--- src/rtl/fifo_unpacker_pkg.sv ---
// Shared types and sizing helpers for the sync_fifo drain/unpack stage.
// Latency: n/a (declarations only).
// Backpressure: n/a.
package fifo_unpacker_pkg;

    // Read-issue FSM states.
    typedef enum logic [1:0] {
        ST_IDLE    = 2'd0,
        ST_FETCH   = 2'd1,
        ST_BACKOFF = 2'd2
    } state_e;

    localparam int IN_W_DFLT      = 64;
    localparam int OUT_W_DFLT     = 16;
    localparam int BUF_DEPTH_DFLT = 2;

    // Bits needed to hold values 0..n-1, never less than one bit.
    function automatic int width_of(input int n);
        return (n > 1) ? $clog2(n) : 1;
    endfunction

    // Narrow beats per FIFO word.
    function automatic int ratio_of(input int in_w, input int out_w);
        return in_w / out_w;
    endfunction

    // Lane index width for a given beat ratio.
    function automatic int lane_w_of(input int ratio);
        return width_of(ratio);
    endfunction

    // Width of a counter that must reach 'depth' inclusive (occupancy).
    function automatic int cnt_w_of(input int depth);
        return width_of(depth + 1);
    endfunction

endpackage

--- src/rtl/fifo_unpacker_buf.sv ---
// Small register FIFO holding full words awaiting unpack.
// Latency: push visible at head one cycle later; pop takes effect next cycle.
// Backpressure: none; caller guarantees space before push and data before pop.
module fifo_unpacker_buf
    import fifo_unpacker_pkg::*;
#(
    parameter int DEPTH = BUF_DEPTH_DFLT,
    parameter int W     = IN_W_DFLT,
    parameter int CNT_W = cnt_w_of(DEPTH)
) (
    input  logic             i_clk,
    input  logic             i_rst,
    input  logic             i_push,
    input  logic [W-1:0]     i_push_data,
    input  logic             i_pop,
    output logic [W-1:0]     o_head,
    output logic [CNT_W-1:0] o_occ
);

    localparam int PTR_W = width_of(DEPTH);

    logic [W-1:0]     mem_q [DEPTH];
    logic [PTR_W-1:0] wr_ptr_q, wr_ptr_d;
    logic [PTR_W-1:0] rd_ptr_q, rd_ptr_d;
    logic [CNT_W-1:0] occ_q, occ_d;

    // Pointer and occupancy next state; DEPTH is a power of two so pointers wrap naturally.
    always_comb begin
        wr_ptr_d = wr_ptr_q;
        rd_ptr_d = rd_ptr_q;
        occ_d    = occ_q;
        if (i_push) begin
            wr_ptr_d = wr_ptr_q + PTR_W'(1);
        end
        if (i_pop) begin
            rd_ptr_d = rd_ptr_q + PTR_W'(1);
        end
        case ({i_push, i_pop})
            2'b10:   occ_d = occ_q + CNT_W'(1);
            2'b01:   occ_d = occ_q - CNT_W'(1);
            default: occ_d = occ_q;
        endcase
    end

    // Control state register.
    always_ff @(posedge i_clk or posedge i_rst) begin
        if (i_rst) begin
            wr_ptr_q <= '0;
            rd_ptr_q <= '0;
            occ_q    <= '0;
        end else begin
            wr_ptr_q <= wr_ptr_d;
            rd_ptr_q <= rd_ptr_d;
            occ_q    <= occ_d;
        end
    end

    // Word storage; contents are only observed while occupancy is non-zero.
    always_ff @(posedge i_clk) begin
        if (i_push) begin
            mem_q[wr_ptr_q] <= i_push_data;
        end
    end

    assign o_head = mem_q[rd_ptr_q];
    assign o_occ  = occ_q;

endmodule

--- src/rtl/fifo_unpacker.sv ---
// Drains sync_fifo with credit-limited speculative reads and splits words into LSB-first beats.
// Latency: RD_LAT cycles read-to-capture, one more cycle to first beat; 1 beat/cycle sustained.
// Backpressure: i_ready low holds o_data and lane; read issue stops when buffer credit runs out.
module fifo_unpacker
    import fifo_unpacker_pkg::*;
#(
    parameter int IN_W      = IN_W_DFLT,
    parameter int OUT_W     = OUT_W_DFLT,
    parameter int RD_LAT    = 1,
    parameter int BUF_DEPTH = BUF_DEPTH_DFLT,
    parameter int BACKOFF   = 4
) (
    input  logic             i_clk,
    input  logic             i_rst,
    input  logic             i_en,
    output logic             o_fifo_rden,
    input  logic [IN_W-1:0]  i_fifo_data,
    input  logic             i_fifo_data_vld,
    input  logic             i_fifo_underflow,
    output logic [OUT_W-1:0] o_data,
    output logic             o_valid,
    input  logic             i_ready,
    output logic             o_busy,
    output logic             o_proto_err
);

    localparam int RATIO  = ratio_of(IN_W, OUT_W);
    localparam int LANE_W = lane_w_of(RATIO);
    localparam int CNT_W  = cnt_w_of(BUF_DEPTH);
    localparam int IF_W   = cnt_w_of(RD_LAT);
    localparam int BO_W   = width_of(BACKOFF);

    state_e            state_q, state_d;
    logic [BO_W-1:0]   cnt_q, cnt_d;
    logic [RD_LAT-1:0] sr_q, sr_d;
    logic [LANE_W-1:0] lane_q, lane_d;
    logic              err_q, err_d;

    logic              rden;
    logic              tail;
    logic              uf_rsp;
    logic              push;
    logic              pop;
    logic              fire;
    logic              last_lane;
    logic              credit;
    logic [31:0]       used;
    logic [IF_W-1:0]   inflight;
    logic [CNT_W-1:0]  occ;
    logic [IN_W-1:0]   head;
    logic [OUT_W-1:0]  beat;

    assign tail   = sr_q[RD_LAT-1];
    assign uf_rsp = tail & i_fifo_underflow;
    assign push   = tail & i_fifo_data_vld;

    // Count reads issued but not yet resolved.
    always_comb begin
        inflight = '0;
        for (int i = 0; i < RD_LAT; i++) begin
            inflight = inflight + IF_W'(sr_q[i]);
        end
    end

    // Credit uses registered occupancy only, so a same-cycle pop never grants an extra read.
    always_comb begin
        used   = 32'(occ) + 32'(inflight);
        credit = (used < 32'(BUF_DEPTH));
    end

    // Issue FSM next state and read strobe.
    always_comb begin
        state_d = state_q;
        cnt_d   = cnt_q;
        rden    = 1'b0;
        case (state_q)
            ST_IDLE: begin
                if (i_en) begin
                    state_d = ST_FETCH;
                end
            end
            ST_FETCH: begin
                if (uf_rsp && (BACKOFF > 0)) begin
                    state_d = ST_BACKOFF;
                    cnt_d   = BO_W'(BACKOFF - 1);
                end else if (!i_en) begin
                    state_d = ST_IDLE;
                end else begin
                    rden = credit;
                end
            end
            ST_BACKOFF: begin
                if (cnt_q == '0) begin
                    state_d = i_en ? ST_FETCH : ST_IDLE;
                end else begin
                    cnt_d = cnt_q - BO_W'(1);
                end
            end
            default: begin
                state_d = ST_IDLE;
            end
        endcase
    end

    // In-flight tracking shift register and sticky protocol error.
    always_comb begin
        sr_d  = (sr_q << 1) | RD_LAT'(rden);
        err_d = err_q
              | (tail & (i_fifo_data_vld == i_fifo_underflow))
              | (!tail & (i_fifo_data_vld | i_fifo_underflow));
    end

    // Lane stepping; the head word pops when its last lane is accepted.
    always_comb begin
        fire      = o_valid & i_ready;
        last_lane = (lane_q == LANE_W'(RATIO - 1));
        pop       = fire & last_lane;
        lane_d    = lane_q;
        if (fire) begin
            lane_d = last_lane ? '0 : lane_q + LANE_W'(1);
        end
    end

    // Select the current lane of the head word.
    always_comb begin
        beat = '0;
        for (int i = 0; i < RATIO; i++) begin
            if (lane_q == LANE_W'(i)) begin
                beat = head[i*OUT_W +: OUT_W];
            end
        end
    end

    // All control state; reset forgets any reads still in flight.
    always_ff @(posedge i_clk or posedge i_rst) begin
        if (i_rst) begin
            state_q <= ST_IDLE;
            cnt_q   <= '0;
            sr_q    <= '0;
            lane_q  <= '0;
            err_q   <= 1'b0;
        end else begin
            state_q <= state_d;
            cnt_q   <= cnt_d;
            sr_q    <= sr_d;
            lane_q  <= lane_d;
            err_q   <= err_d;
        end
    end

    fifo_unpacker_buf #(
        .DEPTH (BUF_DEPTH),
        .W     (IN_W),
        .CNT_W (CNT_W)
    ) u_buf (
        .i_clk       (i_clk),
        .i_rst       (i_rst),
        .i_push      (push),
        .i_push_data (i_fifo_data),
        .i_pop       (pop),
        .o_head      (head),
        .o_occ       (occ)
    );

    assign o_fifo_rden = rden;
    assign o_valid     = (occ != '0);
    assign o_data      = o_valid ? beat : '0;
    assign o_busy      = o_valid | (sr_q != '0);
    assign o_proto_err = err_q;

endmodule

--- config.mk ---
export PLATFORM = sky130hd
export DESIGN_NAME = fifo_unpacker
export DESIGN_NICKNAME = d
export VERILOG_FILES = /design/src/rtl/fifo_unpacker_pkg.sv /design/src/rtl/fifo_unpacker_buf.sv /design/src/rtl/fifo_unpacker.sv
export SDC_FILE = /design/constraint.sdc
export NUM_CORES = 1
export LEC_CHECK = 0
export BUFFER_PORTS_ARGS = -buffer_cell sky130_fd_sc_hd__buf_2
export CAP_MARGIN = 25
export CORE_MARGIN = 8
export CORE_UTILIZATION = 35
export DETAILED_ROUTE_END_ITERATION = 10
export PLACE_DENSITY = 0.54
export RECOVER_POWER = 25
export SYNTH_ARGS = -nofsm -noshare
export SYNTH_HDL_FRONTEND = slang
export SYNTH_SLANG_ARGS = --single-unit
--- constraint.sdc ---
create_clock -name i_clk -period 4.2 [get_ports i_clk]
set_input_delay 0.21 -clock i_clk [delete_from_list [all_inputs] [get_ports i_clk]]
set_output_delay 0.21 -clock i_clk [all_outputs]
set_load 0.02 [all_outputs]
Word-level counts from Yosys, hierarchy flattened
Memories as Yosys holds them, arrays and structs flattened. Index checks and enable logic that the tools add are counted.

Register bits after elaboration: 12. Word-level logic and storage cells: 70. Output and inout bits: 20. Input bits: 70. Memories: 1. Memory bits (writable): 128.

Equal/unequal tests: 13. Bitwise logic cells: 10. Order comparisons: 1. $add $sub $neg: 7. Muxes and demuxes: 21. Reduce and logical (&&, ||, !) cells: 9.

Memories: u_buf.mem_q (depth 2, width 64, rd ports 1, clocked after memory_dff 0, write ports 1, RTL line fifo_unpacker_buf.sv:22) `logic [W-1:0] mem_q [DEPTH];`.

Operators with widths (number): 16-bit two-way mux (5); 2-bit two-way mux (7); 2-bit == test (second input constant) (4); 2-bit != test (second input constant) (4); 2-bit one-hot mux with 2 select lines (2); 1-bit AND (6); 2-bit by 1-bit == test with 1-bit output (second input constant) (3); 2-bit logical NOT (3); 1-bit two-way mux (6); 2-bit one-hot mux with 3 select lines (1); 3-bit AND reduction (2); 2-bit nonzero test (3); 2-bit by 1-bit adder with 2-bit output (second input constant) (2); 1-bit OR (4); 2-bit by 1-bit subtractor with 2-bit output (second input constant) (2); 2-bit by 1-bit adder with 3-bit output (1); 3-bit by 2-bit less-than comparator with 1-bit output (second input constant) (1); 3-bit != test (second input constant) (1); 1-bit adder (second input constant) (2); 1-bit == test (1); 1-bit logical NOT (1).

Longest topological paths before layout
Gate-level depths: netlist of run 1.

Word-level depth: 6. Depth in mapped cells: 8. Depth with buffers taken out: 7.

Modules after synthesis
A second synthesis of run 1 with hierarchy kept.

Cell total of the unflattened synthesis: 373. Area, all modules: 6149.6 um^2.

Modules (own cells, without submodules): fifo_unpacker_buf (instances 1, area an instance 5002.3 um^2, seq. area each 3943.8 um^2, cells an instance 214); fifo_unpacker (instances 1, area an instance 1147.4 um^2, seq. area each 200.2 um^2, cells an instance 159).

Least setup slack after synthesis of run 1
No wires, ideal clock.

Kind: register to register. From: register sr_q. To: memory u_buf.mem_q[0][0] (netlist name), enable pin. Required time: 3.714 ns. Path buffers: 0. Slack: 0.499 ns. Clock period less this slack: 3.701 ns. Setup time: 0.486 ns. Stages on the path, launching flop included: 3. Data arrival time: 3.215 ns. Cell sequence: dfrtp_1 -> nand2_1 -> nor2_1.

Longest elaborated chain between the ends: 3.

RTL lines: start, declared (RTL line fifo_unpacker.sv:35) `logic [RD_LAT-1:0] sr_q, sr_d;`; start signal, assigned (RTL line fifo_unpacker.sv:145) `sr_q <= sr_d;`; 1-bit AND (RTL line fifo_unpacker.sv:55) `assign push = tail & i_fifo_data_vld;`; 1-bit two-way mux (RTL line fifo_unpacker_buf.sv:60) `if (i_push) begin`; 1-bit two-way mux (not written as such) (RTL line fifo_unpacker_buf.sv:61) `mem_q[wr_ptr_q] <= i_push_data;`; end, declared (RTL line fifo_unpacker_buf.sv:22).

Every way passes these cells.

Worst setup path in the final report of run 1
From: register lane_q[1]. To: output o_data[6].

Longest elaborated chain between the ends: 6. Elaborated cells between the ends (all ways): 9. Classes of those cells: 3 x eq/ne; 5 x mux; 1 x reduce/logical.

RTL lines: start, declared (RTL line fifo_unpacker.sv:36) `logic [LANE_W-1:0] lane_q, lane_d;`; start signal, assigned (RTL line fifo_unpacker.sv:146) `lane_q <= lane_d;`; 2-bit logical NOT (RTL line fifo_unpacker.sv:128) `if (lane_q == LANE_W'(i)) begin`; 16-bit two-way mux (3 in a row) (RTL line fifo_unpacker.sv:128); 16-bit two-way mux * (RTL line fifo_unpacker.sv:128); 16-bit two-way mux * (RTL line fifo_unpacker.sv:167) `assign o_data = o_valid ? beat : '0;`; end, declared (RTL line fifo_unpacker.sv:20) `output logic [OUT_W-1:0] o_data,`.

Mark *: on every way between the ends. The rest lies on a longest branch, timed or not.

==> results_dict.tcl, run 1 <==
set metrics [dict create \
    yosys.area.top_type "edfxtp_1" \
    hold_buffers 66 \
    rows 46 \
    io_pins 90 \
    power_frac_comb_pct 33.6 \
    ir_worst_vdd_mv 0.309 \
    viasPerCell 4.64 \
    start_kind "flip-flop" \
    finalCriticalPeriod_ns 3.02 \
    hold_viol 0 \
    grt_setup_unrepaired "false" \
    clock-sinks 140 \
    power_frac_clock_pct 31.2 \
    ys_ff_latch 140 \
    grt_pass1_wl_um 19300 \
    cts_setup_buffers 0 \
    synth_area_um2 5690 \
    slew_viol_final 0 \
    dieWidth_um 143 \
    cts.repair.resized 0 \
    clockBufferDepth 2 \
    htree_levels 4 \
    syn2layout_area_growth_pct 33.3 \
    maxCapViolations 0 \
    gp_congestion 0.774 \
    seq_area_frac_synth_pct 72.9 \
    drc_errors 0 \
    cts_tree "yes" \
    p_sw_mw 1.60 \
    yosysMostFrequentCell "edfxtp_1" \
    avgSynthCellArea_um2 17.9 \
    holdWs_ns 0.160 \
    critPathMaxFanout 17 \
    crit_required_ns 3.99 \
    synth_flop_cell "edfxtp_1" \
    arrival_ns 2.81 \
    routed_wl_um 12400 \
    synth_edf_count 128 \
    p_int_mw 3.29 \
    power.share.switching_pct 32.6 \
    finalClockSkew_ns 0.00373 \
    async_flop_share_pct 8.57 \
    track_usage_pct 12.7 \
    portBuffers 89 \
    clk_pin_slew_ns 0.06 \
    num_vias 3287 \
    wl_per_cell_um 17.5 \
    cts-root-buf "clkbuf_16" \
    netlist_instances 317 \
    final_antenna_net_count 0 \
    dp_slack_ns 1.53 \
    grt_max_degree 66 \
    clk_latency_ns 0.41 \
    min_path_type "input pin to flip-flop" \
    drive_above_1_share_pct 26.4 \
    path_class "flip-flop to output pin" \
    setup_tns_ns 0 \
    antenna_cells 0 \
    grt_pass1_vias 3546 \
    total_leakage_power_nw 2.79 \
    period_share_pct 71.9 \
    cts-buffers-inserted 17 \
    timing.fmax_ghz 0.331 \
    dp.final_hpwl_um 8160 \
    dr.first_iter.drc_count 182 \
    nNetsFinal 556 \
    worstMarginPinSlew_ns 0.858 \
    dr.pass1.iters 4 \
    antenna_found_initial 0 \
    synth_nets 394 \
    worst_setup_path_end_kind "output pin" \
    yosysWarnings 0 \
    ys_types 42 \
    synth_area_leaders "edfxtp_1 (68%), mux2i_1 (5.8%), dfrtp_1 (5.3%), mux2_1 (3.6%), mux2_2 (3.0%)" \
    fp.dieH_um 143 \
    die-area_um2 20600 \
    outcome "finished, final reports clean" \
    yosysTopAreaCellShare_pct 67.6 \
    grt-ovfl-total 0 \
    setup_viol 0 \
    core_area_um2 15900 \
    yosys-top-cells-count "edfxtp_1 (128), mux2i_1 (33), mux2_1 (18), a221o_1 (16), a22oi_1 (16)" \
    maxSlewHeadroom_pct 42.8 \
    start_util_pct 35.8 \
    finalWorstSetupSlack_ns 1.18 \
    power.density_nw_per_um2 645 \
    power.share.sequential_pct 35.2 \
]
## power groups by stage
stage	Sequential, mW	Combinational, mW	Clock (mW)
global placement	1.88	1.44	0
CTS	1.86	1.51	1.55
global route	1.73	1.77	1.61
finish	1.72	1.64	1.52
detailed placement	1.88	1.45	0
floorplan	1.72	1.20	0
## metal layers
| metal | GRT usage, % | vias up | share of wire [%] |
|---|---|---|---|
| met5 | 0 | - | 0 |
| met4 | 6.31 | 0 | 1.9 |
| met1 | 16.3 | 1616 | 45 |
| met3 | 3.28 | 17 | 3.9 |
| li1 | - | 1586 | - |
| met2 | 19.6 | 68 | 49 |
## worst paths after layout
check                                           start                           end  slack [ns]  cells past startpoint
worst max-delay path            lane_q[1]$_DFFE_PP0P_                     o_data[6]        1.18                      6
worst min-delay path                 i_fifo_underflow        state_q[1]$_DFFE_PP0P_        0.16                      3
worst max register to register         sr_q$_DFF_PP0_  u_buf.mem_q[0][58]$_DFFE_PP_        1.99                      3
max in group asynchronous                       i_rst    u_buf.rd_ptr_q$_DFFE_PP0P_        3.47                      3
min in group asynchronous                       i_rst                sr_q$_DFF_PP0_        0.35                      3
worst min register to register  o_proto_err$_DFF_PP0_         o_proto_err$_DFF_PP0_        0.47                      1
## metrics by stage
| stage | power, mW | instance area [um2] | utilization [%] | cells |
|---|---|---|---|---|
| 6_report | 4.89 | 7580 | 47.7 | 708 |
| 5_1_grt | 5.12 | 7580 | 47.7 | 708 |
| 4_1_cts | 4.92 | 7570 | 47.7 | 706 |
| 3_5_place_dp | 3.34 | 6310 | 39.7 | 608 |
| 3_3_place_gp | 3.32 | 6310 | 39.7 | 608 |
| 2_1_floorplan | 2.92 | 5690 | - | 317 |
## critical path, cell delays in order, from the launching register on
cell	delay (ns)
dfrtp_1	0.38
inv_1	0.08
ha_1	0.45
nor2b_2	0.75
a22oi_1	0.25
a21oi_1	0.28
buf_2	0.21
## placed cells by master (no fill, tap or decap), drive strengths merged, types with 2 or more instances in the layout
| cell | netlist | layout |
|---|---|---|
| dfrtp | 12 | 12 |
| o21ai | 2 | 2 |
| nand2 | 2 | 2 |
| inv | 8 | 8 |
| nor2b | 3 | 3 |
| edfxtp | 128 | 128 |
| o21a | 2 | 2 |
| a22oi | 16 | 16 |
| mux2 | 33 | 33 |
| a221o | 16 | 16 |
| buf | 12 | 70 |
| clkbuf | 5 | 41 |
| nor2 | 4 | 4 |
| ha | 7 | 7 |
| xnor2 | 3 | 3 |
| a21oi | 16 | 16 |
| clkinv | 0 | 10 |
| dlygate4sd3 | 0 | 66 |
| bufinv | 0 | 4 |
| and3 | 2 | 2 |
| xor2 | 2 | 2 |
| mux2i | 33 | 33 |
## cells by family (layout without fill, tap and decap cells)
kind of cell               count (synthesis)  after routing  share of synthesized area, %
DFF                                      140            140                          72.9
muxes                                     66             66                          12.3
AOI/OAI and AO/OA                         56             56                          7.83
buffers and inverters                     25            200                          2.77
and+or+nand+nor                           18             18                          1.85
adders and majority gates                  7              7                          1.54
xor gates and xnor gates                   5              5                         0.770
## state kept, by name, summed over array words and instances, names as in the netlist
signal	cells
cnt_q	2
lane_q	2
u_buf.rd_ptr_q	1
o_proto_err	1
u_buf.o_occ	2
u_buf.mem_q	128
state_q	2
u_buf.wr_ptr_q	1
sr_q	1
## cell type report
class	count	area, um2
Fill cell	1443	8310
Sequential cell	140	4150
Multi-Input combinational cell	152	1390
Timing Repair Buffer	160	1130
Clock buffer	17	425
Tap cell	216	270
Clock inverter	15	179
Inverter	8	30.0
No activity file was read; power rests on OpenSTA's default activity.
==> run 2: changes to the inputs <==
Clock period 4.2 ns to 2.93 ns, I/O delays scaled along.
==> results_dict.tcl, run 2 (synthesis results as in run 1) <==
set metrics [dict create \
    outcome "finished, final reports clean" \
    reg2reg_from "u_buf.o_occ[0]$_DFFE_PP0P_" \
    io_pins 90 \
    critPathMaxFanout 17 \
    htree_levels 4 \
    core_area_um2 15900 \
    cts_tree "yes" \
    die-area_um2 20600 \
    worst_setup_path_end_kind "output pin" \
    dp_slack_ns 0.622 \
    gp_congestion 0.779 \
    clock-sinks 140 \
    largest_register_ffs 128 \
    clockBufferDepth 2 \
    critPathLaunch "lane_q[1]$_DFFE_PP0P_" \
    crit_slowest_cell "nor2b_2" \
    cts-buffers-inserted 17 \
    grt_max_degree 65 \
    worstMarginPinSlew_ns 0.670 \
    nNetsFinal 559 \
    routed_wl_um 12600 \
    clk_latency_ns 0.41 \
    timing.fmax_ghz 0.365 \
    wl_per_cell_um 17.7 \
    dr.pass1.iters 4 \
    grt-ovfl-total 0 \
    arrival_ns 2.59 \
    portBuffers 89 \
    path_class "flip-flop to output pin" \
    holdWs_ns 0.101 \
    post_dp_cell_area_um2 6380 \
    track_usage_pct 12.9 \
    worstPathCellList "inv_1 > ha_1 > nor2b_2 > a22oi_1 > a21oi_1 > buf_2" \
    min_path_type "input pin to flip-flop" \
    min_from "i_fifo_underflow" \
    final_cell_mix "edfxtp_1 (128), buf_2 (68), dlygate4sd3_1 (66)" \
    clk_pin_slew_ns 0.05 \
    max_stage_delay_ns 0.63 \
    antenna_found_initial 0 \
    hold_viol 0 \
    total_leakage_power_nw 2.78 \
    grt_setup_unrepaired "false" \
    multi_input_area_um2 1390 \
    setup_tns_ns 0 \
    slew_viol_final 0 \
    period_share_pct 93.4 \
    drive_above_1_share_pct 25.9 \
    setup_viol 0 \
    ff_latch_area_um2 4150 \
    drc_errors 0 \
    power.density_nw_per_um2 901 \
    dp.final_hpwl_um 8240 \
    start_kind "flip-flop" \
    grt_pass1_wl_um 19800 \
    crit_required_ns 2.78 \
    fin_area_um2 7550 \
    grt_pass1_vias 3524 \
    largest-register "u_buf.mem_q" \
    cts.repair.resized 0 \
    dr.first_iter.drc_count 174 \
    maxCapViolations 0 \
    fp.dieH_um 143 \
    syn2layout_area_growth_pct 32.9 \
    ir_worst_vdd_mv 0.424 \
    n_fill_cell 1462 \
    start_util_pct 35.8 \
    finalClockSkew_ns 0.00527 \
    finalCriticalPeriod_ns 2.74 \
    final_common_cell "edfxtp_1" \
    dieWidth_um 143 \
    num_vias 3303 \
    viasPerCell 4.65 \
    finalWorstSetupSlack_ns 0.192 \
    cts-root-buf "clkbuf_16" \
    antenna_cells 0 \
    final_antenna_net_count 0 \
    maxSlewHeadroom_pct 55.4 \
    rows 46 \
]
==> run 2: cell types whose count changed in the layout (fill, tap and decap cells not counted) <==
cell        previous run  this run
dfrtp_4                1         0
buf_12                 0         3
buf_4                  4         5
clkinv_4               1         0
clkinv_1               2         9
clkinvlp_4             1         0
buf_16                 1         0
dfrtp_2                0         1
buf_1                  0         1
clkinv_2               7         3
clkbuf_1              24        21
buf_2                 65        68
bufinv_16              4         2
==> run 2: final cells by class <==
type                    instances  area share [%]
inverters                       8           0.398
multi-input cells             152            18.4
clock buffers                  18            5.68
repair buffers                163            15.6
flip-flops and latches        140            54.9
clock inverters                14            1.44
well taps                     216            3.58
==> run 2: metrics by stage <==
stage	utilization, %	power [mW]	cells
floorplan	-	4.18	317
global placement	40.2	4.84	613
detailed placement	40.2	4.87	613
CTS	47.7	6.91	711
global route	47.6	7.13	711
finish	47.6	6.81	711
==> run 2: final timing paths <==
path / slack [ns] / depth (start not counted) / end
setup / recovery: 0.19 / 6 / o_data[15]
hold / removal: 0.10 / 3 / state_q[1]$_DFFE_PP0P_
setup reg to reg: 1.14 / 7 / u_buf.o_occ[1]$_DFFE_PP0P_
hold reg to reg: 0.50 / 1 / o_proto_err$_DFF_PP0_
max in group asynchronous: 2.26 / 3 / u_buf.rd_ptr_q$_DFFE_PP0P_
min in group asynchronous: 0.30 / 3 / state_q[0]$_DFFE_PP0P_
==> run 2: layer usage <==
| layer | GRT usage, % | part of all wire (%) | wire, um |
|---|---|---|---|
| met2 | 19.6 | 48 | 6010 |
| met3 | 3.09 | 3.5 | 436 |
| met4 | 6.31 | 1.8 | 230 |
| met5 | 0 | 0 | 0 |
| met1 | 17.0 | 47 | 5920 |
==> run 2: critical path: cells and delay by family, from the launching register on <==
kind,cells,cell delay [ns]
adders and majority gates,1,0.42
buffers and inverters,2,0.29
AOI/OAI and AO/OA,2,0.45
DFF,1,0.38
and+or+nand+nor,1,0.63
==> run 2: where the power goes <==
group / leakage (nW) / internal (mW) / switching [mW]
Clock: 0.265 / 1.22 / 0.729
Sequential: 1.29 / 2.35 / 0.134
Combinational: 1.22 / 0.980 / 1.39
==> run 2: repair_timing <==
| action | in CTS | in global routing |
|---|---|---|
| buffers inserted | 0 | 0 |
| hold buffers | 66 | 0 |
| endpoints found under the hold margin | 141 | 0 |
==> run 3: changes to the inputs <==
Settings changed: PLACE_DENSITY 0.54 to 0.56.
Clock period 2.93 ns to 2.2 ns, I/O delays scaled along.
==> results_dict.tcl, run 3 (synthesis results as in run 1) <==
set metrics [dict create \
    rows 46 \
    htree_levels 4 \
    finalClockSkew_ns 0.00285 \
    multi_input_area_um2 1480 \
    stdcell_count 723 \
    antenna_cells 0 \
    drive_above_1_share_pct 31.6 \
    track_usage_pct 12.9 \
    clk_pin_slew_ns 0.05 \
    antenna_found_initial 0 \
    num_vias 3394 \
    critPathLaunch "u_buf.rd_ptr_q$_DFFE_PP0P_" \
    start_util_pct 35.8 \
    dp_slack_ns 0.234 \
    largest_register_ffs 128 \
    die-area_um2 20600 \
    reg2reg_from "lane_q[0]$_DFFE_PP0P_" \
    arrival_ns 2.02 \
    setup_viol 0 \
    hold_viol 0 \
    dp.cells 616 \
    fin_area_um2 7890 \
    final_antenna_net_count 0 \
    routed_wl_um 12700 \
    final_common_cell "edfxtp_1" \
    total_leakage_power_nw 2.89 \
    finalCriticalPeriod_ns 2.13 \
    p_sw_mw 3.25 \
    power.share.switching_pct 32.4 \
    clock-sinks 140 \
    maxCapViolations 0 \
    slew_viol_final 0 \
    syn2layout_area_growth_pct 38.7 \
    max_stage_delay_ns 0.56 \
    outcome "finished, final reports clean" \
    io_pins 90 \
    p_int_mw 6.77 \
    drc_errors 0 \
    ir_worst_vdd_mv 0.558 \
    dieWidth_um 143 \
    post-route-util_pct 49.6 \
    worstMarginPinSlew_ns 0.485 \
    nNetsFinal 572 \
    viasPerCell 4.69 \
    finalWorstSetupSlack_ns 0.0707 \
    dr.pass1.iters 4 \
    power.density_nw_per_um2 1270 \
    final_cell_mix "edfxtp_1 (128), dlygate4sd3_1 (66), buf_2 (52)" \
    maxSlewHeadroom_pct 67.6 \
    min_from "i_fifo_underflow" \
    clk_latency_ns 0.41 \
    cts-root-buf "clkbuf_16" \
    post_dp_cell_area_um2 6420 \
    start_kind "flip-flop" \
    grt_setup_unrepaired "true" \
    path_class "flip-flop to output pin" \
    min_path_type "input pin to flip-flop" \
    grt_pass1_vias 3562 \
    dp.final_hpwl_um 8450 \
    clockBufferDepth 2 \
    power_frac_clock_pct 29.1 \
    grt_max_degree 51 \
    period_share_pct 96.8 \
    power.share.sequential_pct 33.0 \
    largest-register "u_buf.mem_q" \
    grt_pass1_wl_um 19700 \
    ff_latch_area_um2 4150 \
    dr.first_iter.drc_count 195 \
    n_fill_cell 1367 \
    worst_setup_path_end_kind "output pin" \
    portBuffers 89 \
    fp.dieH_um 143 \
    timing.fmax_ghz 0.470 \
    power_mw 10.0 \
    setup_tns_ns 0 \
    core_area_um2 15900 \
    holdWs_ns 0.0499 \
    crit_slowest_cell "dfrtp_4" \
    crit_required_ns 2.09 \
    cts-buffers-inserted 17 \
    wl_per_cell_um 17.6 \
    cts_tree "yes" \
    gp_congestion 0.782 \
    grt-ovfl-total 0 \
    worstPathCellList "buf_12 > mux2i_1 > a221o_1 > a21oi_2 > buf_4" \
    power_frac_comb_pct 37.9 \
    critPathMaxFanout 24 \
]
-- run 3: area by class of cell --
type | instances | share of cell area (%)
clock buffers | 18 | 5.44
clock inverters | 13 | 2.22
inverters | 8 | 0.381
multi-input cells | 152 | 18.8
flip-flops and latches | 140 | 52.6
well taps | 216 | 3.43
repair buffers | 176 | 17.1
-- run 3: final timing paths --
path,end,slack (ns),cells past startpoint
setup / recovery,o_data[13],0.07,5
hold / removal,state_q[1]$_DFFE_PP0P_,0.05,3
setup reg to reg,u_buf.o_occ[1]$_DFFE_PP0P_,0.46,7
hold reg to reg,o_proto_err$_DFF_PP0_,0.46,1
max in group asynchronous,u_buf.rd_ptr_q$_DFFE_PP0P_,1.56,3
min in group asynchronous,sr_q$_DFF_PP0_,0.27,3
-- run 3: routing by layer --
layer	track usage [%]	vias to the layer above	wire (um)
met2	19.6	68	6080
met3	3.68	13	509
met4	5.53	0	193
li1	-	1616	-
met5	0	-	0
met1	17.1	1697	5960
-- run 3: timing repair --
| action | in CTS | in global routing |
|---|---|---|
| hold buffers | 66 | 0 |
| cloned | 0 | 1 |
| setup endpoints to repair | 16 | 16 |
| gates resized for setup | 14 | 27 |
| setup buffers | 5 | 4 |
| pin swaps | 1 | 8 |
| hold endpoints to repair | 141 | 0 |
-- run 3: critical path: cells and delay by family, from the launching register on --
| kind | cells | cell delay, ns |
|---|---|---|
| flip-flops | 1 | 0.56 |
| AO/OA/AOI/OAI | 2 | 0.53 |
| buffers and inverters | 2 | 0.36 |
| multiplexers | 1 | 0.14 |
-- run 3: power by group through the flow --
stage,logic (mW),clock network (mW),registers (mW)
2_1_floorplan,2.28,0,3.28
3_3_place_gp,3.08,0,3.41
3_5_place_dp,3.09,0,3.42
4_1_cts,3.50,2.97,3.30
5_1_grt,4.07,3.09,3.33
6_report,3.80,2.91,3.30
